[src/rtl/watchdog_rf_shutdown.sv]
// Purpose : rate-limited RF gain control with watchdog-driven ramp-down, sticky fault and cooldown.
// Latency : 1 cycle from any input sample to gain_out / rf_enable / fault_latched / state_out.
// Backpr. : none; level inputs are consumed every cycle, clear_fault is a one-cycle pulse.
//
// Ports:
//   clk, rst            : clock and synchronous active-high reset
//   wd_triggered        : watchdog trip level (forces ramp to zero, latches fault)
//   wd_warning          : watchdog warning level (target gain >> WARN_SHIFT)
//   tx_enable_req       : host transmit request level
//   amplitude_in        : requested target gain, unsigned
//   clear_fault         : register-bank pulse, acted on only in FAULT
//   gain_out            : registered gain applied to the modulator
//   rf_enable           : PA enable, high in RAMP_UP / ACTIVE / RAMP_DOWN
//   fault_latched       : sticky watchdog-trip flag
//   state_out           : encoded state (IDLE=0 .. COOLDOWN=5)
module watchdog_rf_shutdown #(
    parameter int GAIN_W          = 16,
    parameter int RAMP_STEP       = 256,
    parameter int WARN_SHIFT      = 1,
    parameter int COOLDOWN_CYCLES = 1024
) (
    input  logic              clk,
    input  logic              rst,
    input  logic              wd_triggered,
    input  logic              wd_warning,
    input  logic              tx_enable_req,
    input  logic [GAIN_W-1:0] amplitude_in,
    input  logic              clear_fault,
    output logic [GAIN_W-1:0] gain_out,
    output logic              rf_enable,
    output logic              fault_latched,
    output logic [2:0]        state_out
);

    typedef enum logic [2:0] {
        IDLE      = 3'd0,
        RAMP_UP   = 3'd1,
        ACTIVE    = 3'd2,
        RAMP_DOWN = 3'd3,
        FAULT     = 3'd4,
        COOLDOWN  = 3'd5
    } state_t;

    localparam int CNT_W = (COOLDOWN_CYCLES > 1) ? $clog2(COOLDOWN_CYCLES) : 1;
    localparam logic [CNT_W-1:0]  CNT_LOAD = CNT_W'(COOLDOWN_CYCLES - 1);
    // Step held one bit wider than the gain so a step >= 2^GAIN_W still compares correctly.
    localparam logic [GAIN_W:0]   STEP_X   = (GAIN_W+1)'(RAMP_STEP);
    localparam logic [GAIN_W-1:0] STEP_N   = STEP_X[GAIN_W-1:0];

    state_t            state_q, state_d;
    logic [GAIN_W-1:0] gain_q, gain_d;
    logic              fault_q, fault_d;
    logic              rf_enable_q, rf_enable_d;
    logic [CNT_W-1:0]  cnt_q, cnt_d;
    logic [GAIN_W-1:0] tgt;

    // Move g toward d by at most RAMP_STEP. The far-step branch is only taken when
    // the distance exceeds the step, so g +/- STEP_N cannot pass d, 0 or full scale.
    function automatic logic [GAIN_W-1:0] step_to(input logic [GAIN_W-1:0] g,
                                                  input logic [GAIN_W-1:0] d);
        logic [GAIN_W:0] ge, de;
        logic [GAIN_W-1:0] res;
        ge = {1'b0, g};
        de = {1'b0, d};
        if (de >= ge) begin
            res = ((de - ge) <= STEP_X) ? d : (g + STEP_N);
        end else begin
            res = ((ge - de) <= STEP_X) ? d : (g - STEP_N);
        end
        return res;
    endfunction

    assign tgt = wd_warning ? (amplitude_in >> WARN_SHIFT) : amplitude_in;

    always_comb begin
        state_d = state_q;
        gain_d  = gain_q;
        fault_d = fault_q;
        cnt_d   = cnt_q;
        case (state_q)
            IDLE: begin
                gain_d = '0;
                if (wd_triggered) begin
                    // Gain is already zero, so skip the ramp entirely.
                    fault_d = 1'b1;
                    state_d = FAULT;
                end else if (tx_enable_req && !fault_q) begin
                    state_d = RAMP_UP;
                end
            end
            RAMP_UP, ACTIVE: begin
                if (wd_triggered) begin
                    fault_d = 1'b1;
                    gain_d  = step_to(gain_q, '0);
                    state_d = RAMP_DOWN;
                end else if (!tx_enable_req) begin
                    gain_d  = step_to(gain_q, '0);
                    state_d = RAMP_DOWN;
                end else begin
                    gain_d = step_to(gain_q, tgt);
                    if (state_q == RAMP_UP && gain_d == tgt) begin
                        state_d = ACTIVE;
                    end
                end
            end
            RAMP_DOWN: begin
                if (wd_triggered) begin
                    fault_d = 1'b1;
                end
                gain_d = step_to(gain_q, '0);
                if (gain_d == '0) begin
                    state_d = fault_d ? FAULT : IDLE;
                end
            end
            FAULT: begin
                gain_d = '0;
                if (clear_fault && !wd_triggered) begin
                    fault_d = 1'b0;
                    cnt_d   = CNT_LOAD;
                    state_d = COOLDOWN;
                end
            end
            COOLDOWN: begin
                gain_d = '0;
                if (wd_triggered) begin
                    fault_d = 1'b1;
                    state_d = FAULT;
                end else if (cnt_q == '0) begin
                    state_d = IDLE;
                end else begin
                    cnt_d = cnt_q - 1'b1;
                end
            end
            default: begin
                // Unused codes 6/7 fall back to a safe, gain-zero IDLE.
                gain_d  = '0;
                state_d = IDLE;
            end
        endcase
        rf_enable_d = (state_d == RAMP_UP) || (state_d == ACTIVE) || (state_d == RAMP_DOWN);
    end

    always_ff @(posedge clk) begin
        if (rst) begin
            state_q     <= IDLE;
            gain_q      <= '0;
            fault_q     <= 1'b0;
            rf_enable_q <= 1'b0;
            cnt_q       <= '0;
        end else begin
            state_q     <= state_d;
            gain_q      <= gain_d;
            fault_q     <= fault_d;
            rf_enable_q <= rf_enable_d;
            cnt_q       <= cnt_d;
        end
    end

    assign gain_out      = gain_q;
    assign rf_enable     = rf_enable_q;
    assign fault_latched = fault_q;
    assign state_out     = state_q;

endmodule

[config.mk]
export PLATFORM = sky130hd
export DESIGN_NAME = watchdog_rf_shutdown
export DESIGN_NICKNAME = d
export VERILOG_FILES = /design/src/rtl/watchdog_rf_shutdown.sv
export SDC_FILE = /design/constraint.sdc
export NUM_CORES = 1
export LEC_CHECK = 0
export BUFFER_PORTS_ARGS = -buffer_cell sky130_fd_sc_hd__buf_2
export CORE_MARGIN = 4
export CORE_UTILIZATION = 30
export DETAILED_ROUTE_END_ITERATION = 7
export GPL_TIMING_DRIVEN = 0
export PLACE_DENSITY = 0.43
export SLEW_MARGIN = 20
export SYNTH_ARGS = -nofsm -noshare
export SYNTH_HDL_FRONTEND = slang
export SYNTH_SLANG_ARGS = --single-unit
[constraint.sdc]
create_clock -name clk -period 5.6 [get_ports clk]
set_input_delay 1.12 -clock clk [delete_from_list [all_inputs] [get_ports clk]]
set_output_delay 1.12 -clock clk [all_outputs]
set_load 0.005 [all_outputs]
==> impl_metrics.tcl, run 1 <==
set metrics [dict create \
    antennaDiodeCount 0 \
    hold_buffers 0 \
    grt_overflow 0 \
    yosys_warnings 0 \
    power_density_nw_per_um2 248 \
    hold_class "register to register" \
    place.gp.congestion 0.900 \
    netlist_top_cells_area "dfxtp_1 15%, ha_1 13%, xnor2_1 11%" \
    clockRootBuffer "clkbuf_16" \
    antenna_found_initial 0 \
    cts_inserted_buffers 5 \
    period_share 0.945 \
    synth_area_um2 4270 \
    worstMarginPinSlew_ns 0.872 \
    yosysTopAreaCell "dfxtp_1" \
    ant_nets 0 \
    path_clk_slew_ns 0.06 \
    cts_tree "built" \
    ir_drop_uv 205 \
    setup_viol 0 \
    die_h_um 127 \
    cp-end-kind "register" \
    viasPerCell 5.37 \
    drt-initial-drc-count 314 \
    p_leak_uw 0.00190 \
    coreArea_um2 13900 \
    dieArea_um2 16200 \
    track_usage 0.179 \
    cap_violations 0 \
    grt_pass1_vias 4285 \
    skew_ns 0.00244 \
    cts.sinks 31 \
    power.total_uw 1210 \
    io_pins 43 \
    avgSynthCellArea_um2 7.29 \
    wl_per_cell_um 17.8 \
    fin_util 0.349 \
    vias 4377 \
    ctsResizeCount 0 \
    cts_setup_buffers 0 \
    cts.htree.levels 2 \
    fmax_mhz 189 \
    grt_max_degree 12 \
    wirelength_um 14500 \
    critPathRequiredTime_ns 5.80 \
    setup_tns_ns 0 \
    nNetsFinal 699 \
    setup.worst_path.start_class "primary input" \
    grt_pass1_wl_um 23300 \
    fp.dieW_um 127 \
    area_growth_pct 14.0 \
    row_count 43 \
    max-slew-margin-rel 0.416 \
    drc 0 \
    yosysSeqAreaShare 0.145 \
    drv_slew 0 \
    ys.flop_type "dfxtp_1" \
    synth_top_cells_by_count "60 x nand2_1, 52 x xnor2_1, 48 x a21oi_1" \
    crit_arrival_ns 5.50 \
    yosysTopAreaCellShare 0.145 \
    synth_cell_types 58 \
    post-synth-top-count-cell "nand2_1" \
    yosys_register_bits 31 \
    path_max_fanout 10 \
    synth-edff-count 0 \
    placed_area_um2 4700 \
    critPathKind "primary input to register" \
    first_pass_iters 5 \
    async_reset_ff_frac 0 \
    period_needed_ns 5.29 \
    design_area_um2 4870 \
    clk_latency_ns 0.28 \
    dp_slack_ns 0.0711 \
    drive_gt1_frac 0.139 \
    hold_viol 0 \
    synthCells 586 \
    outcome "finished, final reports clean" \
    rsz0062_at_grt "false" \
    fin_ws_ns 0.306 \
    hpwlAfterDp_um 12000 \
    io_buffers 41 \
    clock_path_buffers 2 \
    initial_utilization 0.306 \
    synth_nets 651 \
]
==> state kept, by name (all words and copies together), names as in the netlist <==
| signal | cells |
|---|---|
| gain_out | 16 |
| cnt_q | 10 |
| state_out | 3 |
| fault_latched | 1 |
| rf_enable | 1 |
==> worst paths after layout <==
check               from      endpoint  slack, ns  cells past startpoint
min reg2reg     cnt_q[4]      cnt_q[4]       0.51                      2
min             cnt_q[4]      cnt_q[4]       0.51                      2
max           wd_warning   gain_out[5]       0.31                     17
max reg2reg  gain_out[8]  state_out[0]       1.33                     15
==> cell usage in the layout, fill, tap and decap left out, types with 18 or more instances in the layout <==
cell and count:
dfxtp_1 31, a21oi_1 48, nor2_1 40, inv_1 40
buf_2 54, xnor2_1 52, ha_1 43, nand3_1 19
nand2_1 60, nor3_1 23, o21ai_0 18
==> final cells by class <==
cell class | count | area [um2]
Buffer | 25 | 114
Clock buffer | 5 | 125
Clock inverter | 3 | 43.8
Fill cell | 1492 | 9070
Inverter | 43 | 161
Multi-Input combinational cell | 487 | 3370
Sequential cell | 31 | 621
Tap cell | 180 | 225
Timing Repair Buffer | 41 | 205
==> where the power goes <==
part | switching [uW] | internal (uW) | total (uW) | leakage, uW
clock network | 108 | 210 | 317 | 0.0000838
logic | 377 | 231 | 608 | 0.00156
registers | 30.4 | 250 | 280 | 0.000252
total | 515 | 691 | 1210 | 0.00190
==> kinds of logic (layout without fill, tap and decap cells) <==
group | Yosys count | in the layout | synth area share
compound gates | 158 | 158 | 0.253
fa+ha+maj | 43 | 43 | 0.126
xor+xnor | 64 | 64 | 0.131
simple gates | 205 | 205 | 0.240
flops | 31 | 31 | 0.145
buf+inv | 68 | 117 | 0.0645
mux | 17 | 17 | 0.0402
==> worst max-delay path: stages <==
cell and delay (ns):
buf_2 0.23, buf_2 0.36, mux2i_1 0.53, inv_1 0.13, ha_1 0.41, nand2_1 0.13
o21bai_1 0.23, o21ai_1 0.38, a21oi_1 0.22, o31ai_1 0.24, a211oi_1 0.15, and3_1 0.21
a22oi_2 0.30, buf_2 0.30, buf_2 0.28, nand2_1 0.08, a31oi_1 0.18
==> routing by layer <==
layer	track usage	wire, um	vias up
li1	-	-	2201
met1	0.240	6770	2040
met2	0.303	6880	119
met3	0.0213	562	17
met4	0.0511	301	0
met5	0	0	-
==> per-stage QoR <==
step	cells	hold WS [ns]
after floorplan	586	0.467
after global placement	807	0.496
after detailed placement	807	0.497
after CTS	815	0.506
after global routing	815	0.531
final	815	0.509
Note: power is estimated with default switching activity, not from simulation.
==> run 2: changes to the inputs <==
--- a/config.mk
+++ b/config.mk
@@ -8,6 +8,7 @@
 export BUFFER_PORTS_ARGS = -buffer_cell sky130_fd_sc_hd__buf_2
 export CORE_MARGIN = 4
 export CORE_UTILIZATION = 30
+export CTS_BUF_LIST = sky130_fd_sc_hd__clkbuf_4 sky130_fd_sc_hd__clkbuf_8
 export DETAILED_ROUTE_END_ITERATION = 7
 export GPL_TIMING_DRIVEN = 0
 export PLACE_DENSITY = 0.43
==> impl_metrics.tcl, run 2 (same netlist as run 1, synthesis figures left out) <==
set metrics [dict create \
    critPathKind "primary input to register" \
    pwr-share-clk 0.206 \
    final_cell_mix "60 x nand2_1, 54 x buf_2, 52 x xnor2_1, 48 x a21oi_1, 43 x ha_1" \
    hold_class "register to register" \
    setup.worst_path.start_class "primary input" \
    setup_tns_ns 0 \
    reg2regPathDepth 15 \
    ir_drop_uv 218 \
    grt_overflow 0 \
    clk_latency_ns 0.29 \
    crit_arrival_ns 5.49 \
    startpoint "wd_warning" \
    io_buffers 41 \
    cts_inserted_buffers 5 \
    viasPerCell 5.38 \
    critPathRequiredTime_ns 5.82 \
    hp-start "cnt_q[4]" \
    track_usage 0.179 \
    drc 0 \
    area_growth_pct 12.8 \
    power_density_nw_per_um2 232 \
    fin_util 0.346 \
    drt-initial-drc-count 293 \
    period_needed_ns 5.27 \
    antenna_found_initial 0 \
    power_frac_comb 0.544 \
    r2r_slack_ns 1.30 \
    ant_nets 0 \
    vias 4386 \
    dieArea_um2 16200 \
    grt_pass1_wl_um 23300 \
    cp-end-kind "register" \
    worstMarginPinSlew_ns 0.852 \
    r2r_end "state_out[0]" \
    hold_viol 0 \
    layout_commonest_cell "nand2_1" \
    hold_buffers 0 \
    cts.sinks 31 \
    rsz0062_at_grt "false" \
    nNetsFinal 699 \
    path_max_fanout 10 \
    cts.htree.levels 2 \
    drv_slew 0 \
    first_pass_iters 5 \
    coreArea_um2 13900 \
    clockRootBuffer "clkbuf_8" \
    rr_startpoint "gain_out[8]" \
    path_clk_slew_ns 0.07 \
    place.gp.congestion 0.900 \
    hpwlAfterDp_um 12000 \
    max-slew-margin-rel 0.429 \
    cts_setup_buffers 0 \
    wirelength_um 14500 \
    ctsResizeCount 0 \
    cts_tree "built" \
    period_share 0.942 \
    cap_violations 0 \
    switchingPower_uw 503 \
    switching_share 0.451 \
    p_leak_uw 0.00187 \
    die_h_um 127 \
    wl_per_cell_um 17.7 \
    io_pins 43 \
    outcome "finished, final reports clean" \
    fmax_mhz 190 \
    endpoint "gain_out[5]" \
    largest_reg_flops 16 \
    drive_gt1_frac 0.139 \
    power_frac_seq 0.251 \
    fp.dieW_um 127 \
    row_count 43 \
    grt_max_degree 12 \
    clock_path_buffers 2 \
    initial_utilization 0.306 \
    grt_pass1_vias 4279 \
    internal_power_uw 613 \
    setup_viol 0 \
    skew_ns 0.00476 \
]
run 2: cell types whose count changed in the layout (fill, tap and decap cells not counted):
cell / change
clkbuf_16: -5
clkbuf_8: +5
diode_2: +1
run 2: worst max-delay path: stages:
cell      delay (ns)
buf_2           0.23
buf_2           0.36
mux2i_1         0.53
inv_1           0.13
ha_1            0.41
nand2_1         0.13
o21bai_1        0.23
o21ai_1         0.38
a21oi_1         0.22
o31ai_1         0.24
a211oi_1        0.15
and3_1          0.20
a22oi_2         0.30
buf_2           0.30
buf_2           0.28
nand2_1         0.08
a31oi_1         0.18
run 2: worst min-delay path by stage:
stage	end	slack, ns	cells after the start
after floorplan	cnt_q[0]	0.47	1
after global placement	cnt_q[0]	0.50	1
after detailed placement	cnt_q[4]	0.50	2
after CTS	cnt_q[4]	0.51	2
after global routing	cnt_q[4]	0.53	2
final	cnt_q[4]	0.51	2
run 2: power by group through the flow:
stage,clock (uW),combinational [uW],sequential [uW]
final,230,607,280
after global routing,244,675,285
after CTS,236,605,280
after detailed placement,0,601,285
after global placement,0,606,284
after floorplan,0,455,277
run 2: stage by stage:
| step | power (uW) | cell area (um2) | hold WS [ns] | worst slack, ns | instances |
|---|---|---|---|---|---|
| floorplan | 732 | 4270 | 0.467 | 1.16 | 586 |
| global placement | 890 | 4700 | 0.496 | 0.0528 | 807 |
| detailed placement | 886 | 4700 | 0.497 | 0.0711 | 807 |
| CTS | 1120 | 4810 | 0.508 | 0.364 | 815 |
| global route | 1200 | 4810 | 0.534 | 0.0979 | 815 |
| finish | 1120 | 4810 | 0.511 | 0.327 | 816 |
run 2: final cells by class:
class / instances / area, um2
repair buffers: 41 / 205
plain buffers: 25 / 114
clock inverters: 3 / 43.8
fillers: 1497 / 9120
clock buffers: 5 / 68.8
diodes: 1 / 2.50
multi-input cells: 487 / 3370
well taps: 180 / 225
inverters: 43 / 161
flip-flops and latches: 31 / 621
run 2: layer usage:
metal / vias to the layer above / global-route usage / share of wire
met4: 0 / 0.0511 / 0.021
met5: - / 0 / 0
met2: 108 / 0.302 / 0.47
met3: 20 / 0.0201 / 0.034
li1: 2205 / - / -
met1: 2053 / 0.240 / 0.47
==> run 3: changes to the inputs <==
--- a/config.mk
+++ b/config.mk
@@ -6,12 +6,13 @@
 export NUM_CORES = 1
 export LEC_CHECK = 0
 export BUFFER_PORTS_ARGS = -buffer_cell sky130_fd_sc_hd__buf_2
-export CORE_MARGIN = 4
-export CORE_UTILIZATION = 30
+export CORE_MARGIN = 2
+export CORE_UTILIZATION = 62
 export CTS_BUF_LIST = sky130_fd_sc_hd__clkbuf_4 sky130_fd_sc_hd__clkbuf_8
 export DETAILED_ROUTE_END_ITERATION = 7
 export GPL_TIMING_DRIVEN = 0
-export PLACE_DENSITY = 0.43
+export PLACE_DENSITY = 0.8
+export RECOVER_POWER = 50
 export SLEW_MARGIN = 20
 export SYNTH_ARGS = -nofsm -noshare
 export SYNTH_HDL_FRONTEND = slang
==> impl_metrics.tcl, run 3 (same netlist as run 1, synthesis figures left out) <==
set metrics [dict create \
    cts_inserted_buffers 5 \
    slowest_stage "mux2i_1" \
    ant_nets 0 \
    reg2regPathDepth 16 \
    cp_top_family "compound AO/OA/AOI/OAI gates" \
    grt_max_degree 11 \
    hpwlAfterDp_um 10100 \
    crit_arrival_ns 5.37 \
    crit_buf_inv 5 \
    fp.dieW_um 87.0 \
    row_count 30 \
    p_leak_uw 0.00181 \
    coreArea_um2 6720 \
    place.gp.congestion 0.979 \
    power_density_nw_per_um2 229 \
    period_share 0.921 \
    nNetsFinal 699 \
    setup_viol 0 \
    cp-end-kind "register" \
    io_pins 43 \
    worstPathCellList "buf_2 -> buf_2 -> mux2i_1 -> inv_1 -> ha_1 -> nand2_1 -> o21bai_1 -> o21ai_1 -> a21oi_1 -> o31ai_1 -> a211oi_1 -> and3_1 -> a22oi_2 -> buf_2 -> buf_2 -> nand2_1 -> a31oi_1" \
    rsz0062_at_grt "false" \
    area_growth_pct 8.76 \
    fin_util 0.691 \
    wl_per_cell_um 17.8 \
    ctsResizeCount 0 \
    dp_slack_ns 0.235 \
    cts.sinks 31 \
    antenna_found_initial 0 \
    path_clk_slew_ns 0.07 \
    setup_tns_ns 0 \
    cts_tree "built" \
    clockRootBuffer "clkbuf_8" \
    io_buffers 41 \
    initial_utilization 0.635 \
    grt_pass1_wl_um 20600 \
    outcome "finished, final reports clean" \
    nFillCells 601 \
    grt_pass1_vias 4330 \
    die_h_um 87.0 \
    drive_gt1_frac 0.118 \
    vias 4660 \
    min_path_cells 2 \
    grt_overflow 0 \
    slowest_delay_ns 0.45 \
    worstMarginPinSlew_ns 0.844 \
    cap_violations 0 \
    antennaDiodeCount 0 \
    hold_viol 0 \
    cts.htree.levels 2 \
    hold_class "register to register" \
    crit_cells 17 \
    track_usage 0.338 \
    first_pass_iters 7 \
    dieArea_um2 7570 \
    cts_setup_buffers 0 \
    wirelength_um 12700 \
    path_max_fanout 10 \
    clk_latency_ns 0.29 \
    clock_path_buffers 2 \
    power.total_uw 1060 \
    final_cell_mix "60 x nand2_1, 52 x xnor2_1, 48 x a21oi_1, 43 x ha_1, 42 x buf_2" \
    fmax_mhz 194 \
    hold_buffers 0 \
    skew_ns 0.0124 \
    viasPerCell 6.52 \
    critPathKind "primary input to register" \
    hold-worst-slack_ns 0.509 \
    setup.worst_path.start_class "primary input" \
    period_needed_ns 5.16 \
    ir_drop_uv 215 \
    drt-initial-drc-count 326 \
    critPathRequiredTime_ns 5.81 \
    layout_commonest_cell "nand2_1" \
    drc 0 \
    largest_reg_flops 16 \
    fin_ws_ns 0.442 \
    max-slew-margin-rel 0.434 \
    drv_slew 0 \
    worst_path_most_repeated_cell "buf_2" \
]
[run 3: cell count changes in the layout (fill, tap and decap cells not counted)]
cell	change
clkinvlp_4	+1
nor3b_1	+1
buf_2	-12
clkinv_4	-1
diode_2	-1
nor3b_2	-1
clkbuf_1	+12
bufinv_16	-1
clkbuf_4	+1
[run 3: layout make-up]
| cell class | instances | area (um2) | share of cell area |
|---|---|---|---|
| multi-input combinational | 487 | 3370 | 0.725 |
| sequential | 31 | 621 | 0.134 |
| timing repair buffer | 41 | 190 | 0.0410 |
| inverter | 43 | 161 | 0.0348 |
| buffer | 25 | 114 | 0.0245 |
| tap | 80 | 100 | 0.0216 |
| clock buffer | 6 | 76.3 | 0.0164 |
| clock inverter | 2 | 12.5 | 0.00269 |
[run 3: worst reg2reg max path: stages, from the launching register on]
cell,delay [ns]
dfxtp_1,0.46
clkbuf_1,0.36
inv_1,0.25
ha_1,0.34
buf_2,0.19
a21oi_1,0.20
o21ai_0,0.13
a211oi_2,0.28
o221ai_1,0.21
xor2_1,0.17
a211oi_1,0.36
and3_1,0.27
a22oi_2,0.14
buf_2,0.23
buf_2,0.21
o21ai_1,0.21
o31ai_1,0.11
[run 3: worst paths after layout]
kind | from | to | slack, ns
hold reg to reg | cnt_q[4] | cnt_q[4] | 0.51
setup / recovery | wd_warning | gain_out[2] | 0.44
setup reg to reg | gain_out[8] | gain_out[12] | 1.34
hold / removal | cnt_q[4] | cnt_q[4] | 0.51
[run 3: routing by layer]
layer | vias to the layer above | track usage | part of all wire
met5 | - | 0 | 0
met4 | 0 | 0.141 | 0.031
met3 | 40 | 0.0275 | 0.072
met2 | 247 | 0.559 | 0.47
met1 | 2166 | 0.451 | 0.42
li1 | 2207 | - | -
[run 3: through the flow]
| step | instance area (um2) | instances |
|---|---|---|
| final | 4640 | 715 |
| after global routing | 4640 | 715 |
| after CTS | 4660 | 715 |
| after detailed placement | 4570 | 707 |
| after global placement | 4570 | 707 |
| after floorplan | 4270 | 586 |
[run 3: power by group]
part / switching [uW] / internal [uW] / leakage, uW
Clock: 90.0 / 91.7 / 0.0000446
Combinational: 373 / 228 / 0.00151
Sequential: 30.4 / 249 / 0.000252
Total: 493 / 569 / 0.00181
